[src/rtl/counter_event_capture_pkg.sv]
// Shared event codes and the event record layout for the counter event monitor.
package counter_evt_pkg;

  localparam logic [1:0] EVT_OVF  = 2'b01;
  localparam logic [1:0] EVT_THR  = 2'b10;
  localparam logic [1:0] EVT_WRAP = 2'b11;

  localparam int unsigned STAMP_W = 16;

  typedef struct packed {
    logic [1:0]         code;
    logic [7:0]         data;
    logic [STAMP_W-1:0] stamp;
  } evt_t;

endpackage

[src/rtl/counter_event_capture_if.sv]
// Event drain channel: valid/ready handshake carrying the head event of the queue.
interface counter_event_capture_if #(
  parameter int unsigned STAMP_W = 16
) ();

  logic               evt_valid_out;
  logic [1:0]         evt_code_out;
  logic [7:0]         evt_data_out;
  logic [STAMP_W-1:0] evt_stamp_out;
  logic               evt_ready_in;

  modport master (
    output evt_valid_out, evt_code_out, evt_data_out, evt_stamp_out,
    input  evt_ready_in
  );

  modport slave (
    input  evt_valid_out, evt_code_out, evt_data_out, evt_stamp_out,
    output evt_ready_in
  );

endinterface

[src/rtl/counter_event_capture_fifo.sv]
// Synchronous FIFO; pointers carry one extra MSB so full and empty are distinct.
module evt_fifo #(
  parameter int unsigned DEPTH = 4,
  parameter int unsigned WIDTH = 26
) (
  input  logic             clk_in,
  input  logic             nrst_in,
  input  logic             push,
  input  logic             pop,
  input  logic [WIDTH-1:0] wdata,
  output logic [WIDTH-1:0] rdata,
  output logic             full,
  output logic             empty
);

  localparam int unsigned AW = $clog2(DEPTH);

  logic [WIDTH-1:0] mem [DEPTH];
  logic [AW:0]      wr_ptr;
  logic [AW:0]      rd_ptr;
  logic             do_push;
  logic             do_pop;

  always_comb begin
    empty   = (wr_ptr == rd_ptr);
    full    = (wr_ptr[AW] != rd_ptr[AW]) && (wr_ptr[AW-1:0] == rd_ptr[AW-1:0]);
    do_pop  = pop & ~empty;
    // A pop in the same cycle frees the slot the write lands in.
    do_push = push & (~full | do_pop);
    rdata   = empty ? '0 : mem[rd_ptr[AW-1:0]];
  end

  always_ff @(posedge clk_in or negedge nrst_in) begin
    if (!nrst_in) begin
      wr_ptr <= '0;
      rd_ptr <= '0;
    end else begin
      if (do_push) wr_ptr <= wr_ptr + 1'b1;
      if (do_pop)  rd_ptr <= rd_ptr + 1'b1;
    end
  end

  always_ff @(posedge clk_in) begin
    if (do_push) mem[wr_ptr[AW-1:0]] <= wdata;
  end

endmodule

[src/rtl/counter_event_capture.sv]
// Counter monitor: detects overflow, wrap and threshold events, timestamps them
// and queues them for the status logic; lost events are counted.
module counter_event_capture
  import counter_evt_pkg::*;
#(
  parameter int unsigned DEPTH   = 4,
  parameter int unsigned STAMP_W = 16
) (
  input  logic                    clk_in,
  input  logic                    nrst_in,
  input  logic [7:0]              cnt_in,
  input  logic                    ovf_in,
  input  logic [7:0]              thr_in,
  input  logic                    thr_en_in,
  counter_event_capture_if.master evt,
  output logic                    fifo_full_out,
  output logic [7:0]              drop_cnt_out
);

  localparam int unsigned WIDTH = 10 + STAMP_W;

  typedef struct packed {
    logic [1:0]         code;
    logic [7:0]         data;
    logic [STAMP_W-1:0] stamp;
  } entry_t;

  logic [7:0]         prev_cnt;
  logic               prev_ovf;
  logic [STAMP_W-1:0] stamp;
  logic               ovf_det;
  logic               wrap_det;
  logic               thr_det;
  logic [1:0]         n_det;
  logic [1:0]         code;
  logic               push;
  logic               pop;
  logic               full;
  logic               empty;
  logic [1:0]         loss;
  logic [8:0]         drop_sum;
  entry_t             wr_entry;
  entry_t             rd_entry;

  always_comb begin
    ovf_det  = ovf_in & ~prev_ovf;
    wrap_det = ((prev_cnt == 8'hFF) && (cnt_in == 8'h00)) ||
               ((prev_cnt == 8'h00) && (cnt_in == 8'hFF));
    thr_det  = thr_en_in && (cnt_in == thr_in) && (prev_cnt != thr_in);
    n_det    = 2'(ovf_det) + 2'(wrap_det) + 2'(thr_det);

    code = '0;
    if (ovf_det)       code = EVT_OVF;
    else if (wrap_det) code = EVT_WRAP;
    else if (thr_det)  code = EVT_THR;

    pop  = ~empty & evt.evt_ready_in;
    push = (n_det != 2'd0) & (~full | pop);
    // Every detected event that did not make it into the queue is a loss.
    loss     = n_det - 2'(push);
    drop_sum = {1'b0, drop_cnt_out} + 9'(loss);

    wr_entry.code  = code;
    wr_entry.data  = cnt_in;
    wr_entry.stamp = stamp;
  end

  always_ff @(posedge clk_in or negedge nrst_in) begin
    if (!nrst_in) begin
      prev_cnt     <= '0;
      prev_ovf     <= 1'b0;
      stamp        <= '0;
      drop_cnt_out <= '0;
    end else begin
      prev_cnt     <= cnt_in;
      prev_ovf     <= ovf_in;
      stamp        <= stamp + 1'b1;
      drop_cnt_out <= drop_sum[8] ? '1 : drop_sum[7:0];
    end
  end

  evt_fifo #(
    .DEPTH (DEPTH),
    .WIDTH (WIDTH)
  ) u_fifo (
    .clk_in  (clk_in),
    .nrst_in (nrst_in),
    .push    (push),
    .pop     (pop),
    .wdata   (wr_entry),
    .rdata   (rd_entry),
    .full    (full),
    .empty   (empty)
  );

  always_comb begin
    evt.evt_valid_out = ~empty;
    evt.evt_code_out  = rd_entry.code;
    evt.evt_data_out  = rd_entry.data;
    evt.evt_stamp_out = rd_entry.stamp;
    fifo_full_out     = full;
  end

endmodule

[src/flat_wrapper.sv]
// flat-port wrapper written by rule: the top's interface ports become plain ports
module counter_event_capture_flat import counter_evt_pkg::*;
#(
  parameter int unsigned DEPTH   = 4,
  parameter int unsigned STAMP_W = 16
)
  (clk_in, nrst_in, cnt_in, ovf_in, thr_in, thr_en_in, fifo_full_out, drop_cnt_out, evt_evt_valid_out, evt_evt_code_out, evt_evt_data_out, evt_evt_stamp_out, evt_evt_ready_in);
  counter_event_capture_if #(.STAMP_W(STAMP_W)) evt_i ();
  input  logic clk_in;
  input  logic nrst_in;
  input  logic [7:0] cnt_in;
  input  logic ovf_in;
  input  logic [7:0] thr_in;
  input  logic thr_en_in;
  output logic fifo_full_out;
  output logic [7:0] drop_cnt_out;
  output wire logic [$bits(evt_i.evt_valid_out)-1:0] evt_evt_valid_out;
  output wire logic [$bits(evt_i.evt_code_out)-1:0] evt_evt_code_out;
  output wire logic [$bits(evt_i.evt_data_out)-1:0] evt_evt_data_out;
  output wire logic [$bits(evt_i.evt_stamp_out)-1:0] evt_evt_stamp_out;
  input wire logic [$bits(evt_i.evt_ready_in)-1:0] evt_evt_ready_in;
  assign evt_evt_valid_out = evt_i.evt_valid_out;
  assign evt_evt_code_out = evt_i.evt_code_out;
  assign evt_evt_data_out = evt_i.evt_data_out;
  assign evt_evt_stamp_out = evt_i.evt_stamp_out;
  assign evt_i.evt_ready_in = evt_evt_ready_in;
  counter_event_capture #(.DEPTH(DEPTH), .STAMP_W(STAMP_W)) u_core (.clk_in(clk_in), .nrst_in(nrst_in), .cnt_in(cnt_in), .ovf_in(ovf_in), .thr_in(thr_in), .thr_en_in(thr_en_in), .evt(evt_i), .fifo_full_out(fifo_full_out), .drop_cnt_out(drop_cnt_out));
endmodule
[config.mk]
export PLATFORM = sky130hd
export DESIGN_NAME = counter_event_capture_flat
export DESIGN_NICKNAME = d
export VERILOG_FILES = /design/src/rtl/counter_event_capture_pkg.sv /design/src/rtl/counter_event_capture_if.sv /design/src/rtl/counter_event_capture_fifo.sv /design/src/rtl/counter_event_capture.sv /design/src/flat_wrapper.sv
export SDC_FILE = /design/constraint.sdc
export NUM_CORES = 1
export LEC_CHECK = 0
export CAP_MARGIN = 0
export CORE_AREA = 5 5 99 124
export DETAILED_ROUTE_END_ITERATION = 10
export DIE_AREA = 0 0 104 129
export PLACE_DENSITY = 0.76
export RECOVER_POWER = 100
export SYNTH_ARGS = -nofsm -noshare
export SYNTH_HDL_FRONTEND = slang
export SYNTH_SLANG_ARGS = --single-unit
[constraint.sdc]
create_clock -name clk_in -period 6.2 [get_ports clk_in]
set_input_delay 0.93 -clock clk_in [delete_from_list [all_inputs] [get_ports clk_in]]
set_output_delay 0.93 -clock clk_in [all_outputs]
set_load 0.005 [all_outputs]
# Yosys cells after proc, flatten, opt, wreduce, memory -nomap -nowiden
# Memories as Yosys holds them, arrays and structs flattened.
# Index checks and enable logic that the tools add are counted.
[op_classes]
reduce_logical = 9
mux = 7
mul = 0
shift = 0
n_bitwise = 10
div_mod_pow = 0
magnitude_cmp = 0
add_sub_neg = 7
n_eq_ne = 7
[op_table]
columns = ["cell", "count"]
rows = [
  ["2-to-1 mux 26 bit", 1],
  ["adder 16 x 1 -> 16 bit (second input constant)", 1],
  ["equality test 8 bit (second input constant)", 2],
  ["logical NOT 8 bit", 2],
  ["adder 8 x 2 -> 9 bit", 1],
  ["equality test 8 bit", 1],
  ["2-to-1 mux 8 bit", 1],
  ["!= test 8 bit", 1],
  ["adder 3 x 1 -> 3 bit (second input constant)", 2],
  ["2-to-1 mux 2 bit", 3],
  ["bitwise AND 1 bit", 5],
  ["logical AND 1 bit", 5],
  ["equality test 3 bit", 1],
  ["NOT 1 bit", 3],
  ["adder 1 x 1 -> 2 bit", 1],
  ["adder 2 x 1 -> 2 bit", 1],
  ["equality test 2 bit", 1],
  ["2-to-1 mux 1 bit", 2],
  ["OR 1 bit", 2],
  ["nonzero test 2 bit", 1],
  ["subtractor 2 x 1 -> 2 bit", 1],
  ["logical OR 1 bit", 1],
  ["!= test 1 bit", 1],
]
[totals]
regBits = 39
n_memories = 1
ramBits = 104
latch_bits = 0
out_inout_bits = 36
rom_bits = 0
[mem_list]
columns = ["memory", "words", "width", "read_ports", "rd_clocked_by_memory_dff", "write_ports", "line_no", "text"]
rows = [
  ["u_core.u_fifo.mem", 4, 26, 1, 0, 1, "counter_event_capture_fifo.sv:18", "logic [WIDTH-1:0] mem [DEPTH];"],
]

# Logic depth before layout (Yosys ltp)
[depth]
word_depth = 10
ltp_mapped = 14

# Hierarchy
# Synthesis repeated with hierarchy kept, for this count alone.
[hier_totals]
cells_unflattened = 343
hier_area_um2 = 5969.5
[by_module_without_submodules]
columns = ["mod", "cells_per_inst", "seq_area_each_um2", "instances", "area_each_um2"]
rows = [
  ["evt_fifo", 199, 3273.1, 1, 4381.7],
  ["counter_event_capture", 144, 825.8, 1, 1587.8],
]

# Least setup slack after synthesis
# No wires, ideal clock.
[synth_timing]
path_type = "input-to-reg"
startpoint = "input cnt_in[1]"
endpoint = "register u_core.drop_cnt_out[7]"
path_slack_ns = 2.092
t_required_ns = 6.075
setup_time_ns = 0.125
stages = 13
t_arrival_ns = 3.984
path_cell_list = "or4_1 -> nor4_1 -> a31oi_1 -> fa_1 -> and2_1 -> a41oi_4 -> ha_1 -> xnor2_1 -> ha_1 -> a21o_1 -> nand2_1 -> nor3_1 -> mux2_2"
[synth_between]
elab_chain_len = 10
word_cells_on_any_way = 15
cone_classes = "4 x add/sub; 2 x eq/ne; 1 x mux; 1 x bitwise; 7 x reduce/logical"
[synth_lines]
columns = ["element", "line_no", "text"]
rows = [
  ["start: declaration", "flat_wrapper.sv:11", "input logic [7:0] cnt_in;"],
  ["equality test 8 bit / logical NOT 8 bit (equally long branches)", "counter_event_capture.sv:48, counter_event_capture.sv:47", ""],
  ["logical AND 1 bit, on equally long branches", "counter_event_capture.sv:48, counter_event_capture.sv:47", ""],
  ["logical OR 1 bit", "counter_event_capture.sv:47", "wrap_det = ((prev_cnt == 8'hFF) && (cnt_in == 8'h00)) ||"],
  ["adder 1 x 1 -> 2 bit", "counter_event_capture.sv:50", "n_det = 2'(ovf_det) + 2'(wrap_det) + 2'(thr_det);"],
  ["adder 2 x 1 -> 2 bit (*)", "counter_event_capture.sv:50", ""],
  ["nonzero test 2 bit", "counter_event_capture.sv:58", "push = (n_det != 2'd0) & (~full | pop);"],
  ["bitwise AND 1 bit", "counter_event_capture.sv:58", ""],
  ["subtractor 2 x 1 -> 2 bit (*)", "counter_event_capture.sv:60", "loss = n_det - 2'(push);"],
  ["adder 8 x 2 -> 9 bit (*)", "counter_event_capture.sv:61", "drop_sum = {1'b0, drop_cnt_out} + 9'(loss);"],
  ["2-to-1 mux 8 bit (*)", "counter_event_capture.sv:78", "drop_cnt_out <= drop_sum[8] ? '1 : drop_sum[7:0];"],
  ["end signal: assignment", "counter_event_capture.sv:78", ""],
  ["end: declaration", "counter_event_capture.sv:17", "output logic [7:0] drop_cnt_out"],
]
# Mark *: on every way between the ends. The rest lies on a longest branch, timed or not.
# A chain may end at the register's enable or synchronous reset.

# Worst setup path in the final report
[layout_timing]
startpoint = "input cnt_in[2]"
endpoint = "memory u_core.u_fifo.mem[1][7] (enable)"
[layout_between]
elab_chain_len = 10
word_cells_on_any_way = 15
cone_classes = "2 x add/sub; 2 x eq/ne; 2 x mux; 2 x bitwise; 7 x reduce/logical"
[layout_lines]
columns = ["element", "line_no", "text"]
rows = [
  ["equality test 8 bit / logical NOT 8 bit (equally long branches)", "counter_event_capture.sv:48, counter_event_capture.sv:47", ""],
  ["logical AND 1 bit, on equally long branches", "counter_event_capture.sv:48, counter_event_capture.sv:47", ""],
  ["logical OR 1 bit", "counter_event_capture.sv:47", ""],
  ["adder 1 x 1 -> 2 bit", "counter_event_capture.sv:50", ""],
  ["adder 2 x 1 -> 2 bit (*)", "counter_event_capture.sv:50", ""],
  ["nonzero test 2 bit (*)", "counter_event_capture.sv:58", ""],
  ["bitwise AND 1 bit (*)", "counter_event_capture.sv:58", ""],
  ["bitwise AND 1 bit (*)", "counter_event_capture_fifo.sv:29", "do_push = push & (~full | do_pop);"],
  ["2-to-1 mux 1 bit (*)", "counter_event_capture_fifo.sv:44", "if (do_push) mem[wr_ptr[AW-1:0]] <= wdata;"],
  ["2-to-1 mux 1 bit (not written as such) (*)", "counter_event_capture_fifo.sv:44", ""],
  ["end: declaration", "counter_event_capture_fifo.sv:18", ""],
]
# Marked as above.

==> impl_results.md <==
* Setup TNS at 0 ps
* Avg WL per Cell at 18.8 microns
* Sink of the worst hold path: u_core.u_fifo.wr_ptr[2]
* Reg area at 4100 sq um
* Vias in the first global route at 3313
* Layout overhead on the synthesized area at 21.2%
* Share of layout cells above drive strength 1 at 14.2%
* Reg clk slew, reported paths at 50 ps
* Ant. Diodes at 0
* Yosys cell types at 36
* Cells after Synth at 337
* Hold_sp: u_core.u_fifo.wr_ptr[2]
* Synth area leaders: edfxtp_1 53%, dfrtp_1 17%, mux4_2 9.9%, and2_1 3.3%, xnor2_1 3.1%
* Max Root-Sink Buffers at 2
* Slowest stage cell, crit path: clkbuf_1
* CP startpoint kind: input port
* Die Y at 129 microns
* R2R Path End: u_core.u_fifo.mem[1][7]
* Synth Net Count at 369
* DRC viols at 0
* Lkg Pwr at 2.52 nW
* Hold crit path type: reg2reg
* Area of the multi-input gates at 1690 sq um
* H-tree level count at 4
* Area leader, netlist: edfxtp_1
* DRT Pass-1 Iters at 5
* Crit path required time at 6190 ps
* Arr. time, crit path at 5190 ps
* Violated checks: max-capacitance violations, max-slew violations
* Worst slew pin tran at 2230 ps
* R2R setup slack at 2090 ps
* CTS buffer count at 17
* Port-buffer cells at 56
* Post-route clock period utilization at 83.8%
* Largest net degree at the start of global routing at 40
* Sequential area share after synthesis at 69.6%
* Vias per cell at 5.55
* Hold path cells at 1
* Max_cap viols at 4
* Reg2Reg Launch Point: u_core.prev_cnt[5]
* GR Overflow Total at 0
* CTS tree: done
* Vias at 3090
* Reg2reg path depth at 8
* Clock root buffer: clkbuf_16
* Syn avg cell area at 17.5 sq um
* Final nets at 441
* Core Rows at 43
* Starting Density at 53.7%
* CP Capture Type: flip-flop
* Total Routed Length at 10500 microns
* Unrepaired setup endpoints after global routing: false
* CTS sink cnt at 143
* Power Density at 453 nW/um^2
* Cell family with most CP delay: buffers and inverters
* Commonest non-fill, non-tap cell in the layout: edfxtp_1
* Post-cts sizing count at 0
* Total power at 3.23 mW
* Synth Flop Type: edfxtp_1
* Pins Over Slew Limit at 121
* CTS Hold Buffers Added at 0
* GR Util All Layers at 16.7%
* Setup bufs post-CTS at 0
* Die area at 13400 sq um
* I/O pins at 57
* Initial DRC Count at 151
* Core area at 11000 sq um
* Yosys warns at 0
* Crit path time final at 5190 ps
* Post-synth EDFFs at 104
* Post-synth ARST share at 27.3%
* Placer Congestion at 0.826
* Clk_skew at 11.2 ps
* Clk_lat worst skew at 410 ps
* Max-slew headroom at -48.4%
* Antenna violations before repair at 0
* Worst VDD drop at 0.000266 V
* DP HPWL at 6180 microns
* First-pass GRT wire length at 17200 microns
* Chip width at 104 microns
* Most frequent cells in the layout: 104 x edfxtp_1, 38 x dfrtp_1, 28 x dlygate4sd3_1, 27 x clkdlybuf4s50_1, 26 x mux4_2
* Critical path class: in2reg
* Status: finished, violations left
* Worst path cell trace: dlygate4sd3_1 > or4_1 > nor4_1 > a31oi_1 > fa_1 > and2_0 > a41oi_1 > and2_0 > clkbuf_1
* Worst Path Max Fanout at 26
* Fillers at 780
* Maximum clock rate at 0.193 GHz
* Max stage delay on crit path at 1230 ps
* Number of synthesized register bits at 143
* DRT antenna net count at 0
* Post-synth top area share at 53.0%
* CP Buf/Inv Count at 2
* Final setup violation count at 0
* Cell mode on critical path: and2_0
* Final Hold Fails at 0
* Post-Syn Area at 5890 sq um
-- final cells by class --
cell class / instances / share of cell area [%]
tap: 135 / 2.37
sequential: 143 / 57.4
clock buffer: 20 / 6.40
multi-input combinational: 179 / 23.6
timing repair buffer: 62 / 8.24
clock inverter: 12 / 1.63
inverter: 6 / 0.315
-- through the flow --
stage               hold WS (ps)  util [%]  setup WS [ps]  instances  cell area, sq um
CTS                          494      65.4           1650        557              7180
global placement             473      60.2           1370        525              6600
detailed placement           481      60.2           1250        525              6600
finish                       489      65.0           1010        557              7140
global route                 514      65.0            766        557              7140
floorplan                    460         -           2090        337              5890
-- cells in the mapped netlist (6+ instances only) --
cell      number
mux4_2        26
nand3_1       10
xnor2_1       21
and2_1        31
dfrtp_1       39
edfxtp_1     104
nor2_1         8
nand2_1       15
xor2_1        20
nand4_1        8
ha_1           9
inv_1          6
-- cell families (layout without fill, tap and decap cells) --
family	count (synthesis)	count (layout)	share of synthesized area, %
muxes	28	28	10.3
DFF	143	143	69.6
xor gates and xnor gates	42	42	6.37
AOI/OAI and AO/OA	7	7	1.25
and+or+nand+nor	91	91	8.52
buffers and inverters	15	100	1.36
adders and majority gates	11	11	2.59
-- power by group --
group          switching, mW  internal (mW)  leakage, nW
clock network          0.357          0.607        0.281
logic                  0.439          0.597        0.858
registers             0.0676           1.17         1.38
total                  0.863           2.37         2.52
-- registers in the layout, indices dropped and copies added (netlist names) --
register and flops:
u_core.u_fifo.mem 104, u_core.prev_ovf 1, u_core.u_fifo.rd_ptr 3, u_core.drop_cnt_out 8
u_core.prev_cnt 8, u_core.stamp 16, u_core.u_fifo.wr_ptr 3
-- worst max path at each step --
stage	from	endpoint	slack (ps)	depth (start not counted)
2_1_floorplan	cnt_in[1]	u_core.drop_cnt_out[7]	2090	13
3_3_place_gp	cnt_in[5]	u_core.drop_cnt_out[7]	1370	14
3_5_place_dp	cnt_in[5]	u_core.drop_cnt_out[7]	1250	14
4_1_cts	cnt_in[5]	u_core.drop_cnt_out[7]	1650	14
5_1_grt	cnt_in[2]	u_core.u_fifo.mem[0][22]	770	9
6_report	cnt_in[2]	u_core.u_fifo.mem[1][7]	1010	9
-- per-layer routing --
metal	track usage [%]	share of wire, %	up-vias	routed length, microns
li1	-	-	1417	-
met1	20.3	40	1564	4200
met2	29.0	54	103	5630
met3	4.57	5.6	6	588
met4	5.95	0.57	0	60
met5	0	0	-	0
-- worst reg2reg max path, cell delays in order, from the launching register on --
cell	delay, ps
dfrtp_1	410
xor2_1	200
nor4_1	90
a2111o_1	450
fa_1	470
and2_0	170
a41oi_1	460
and2_0	200
clkbuf_1	1230
(Power assumes the default switching activity.)
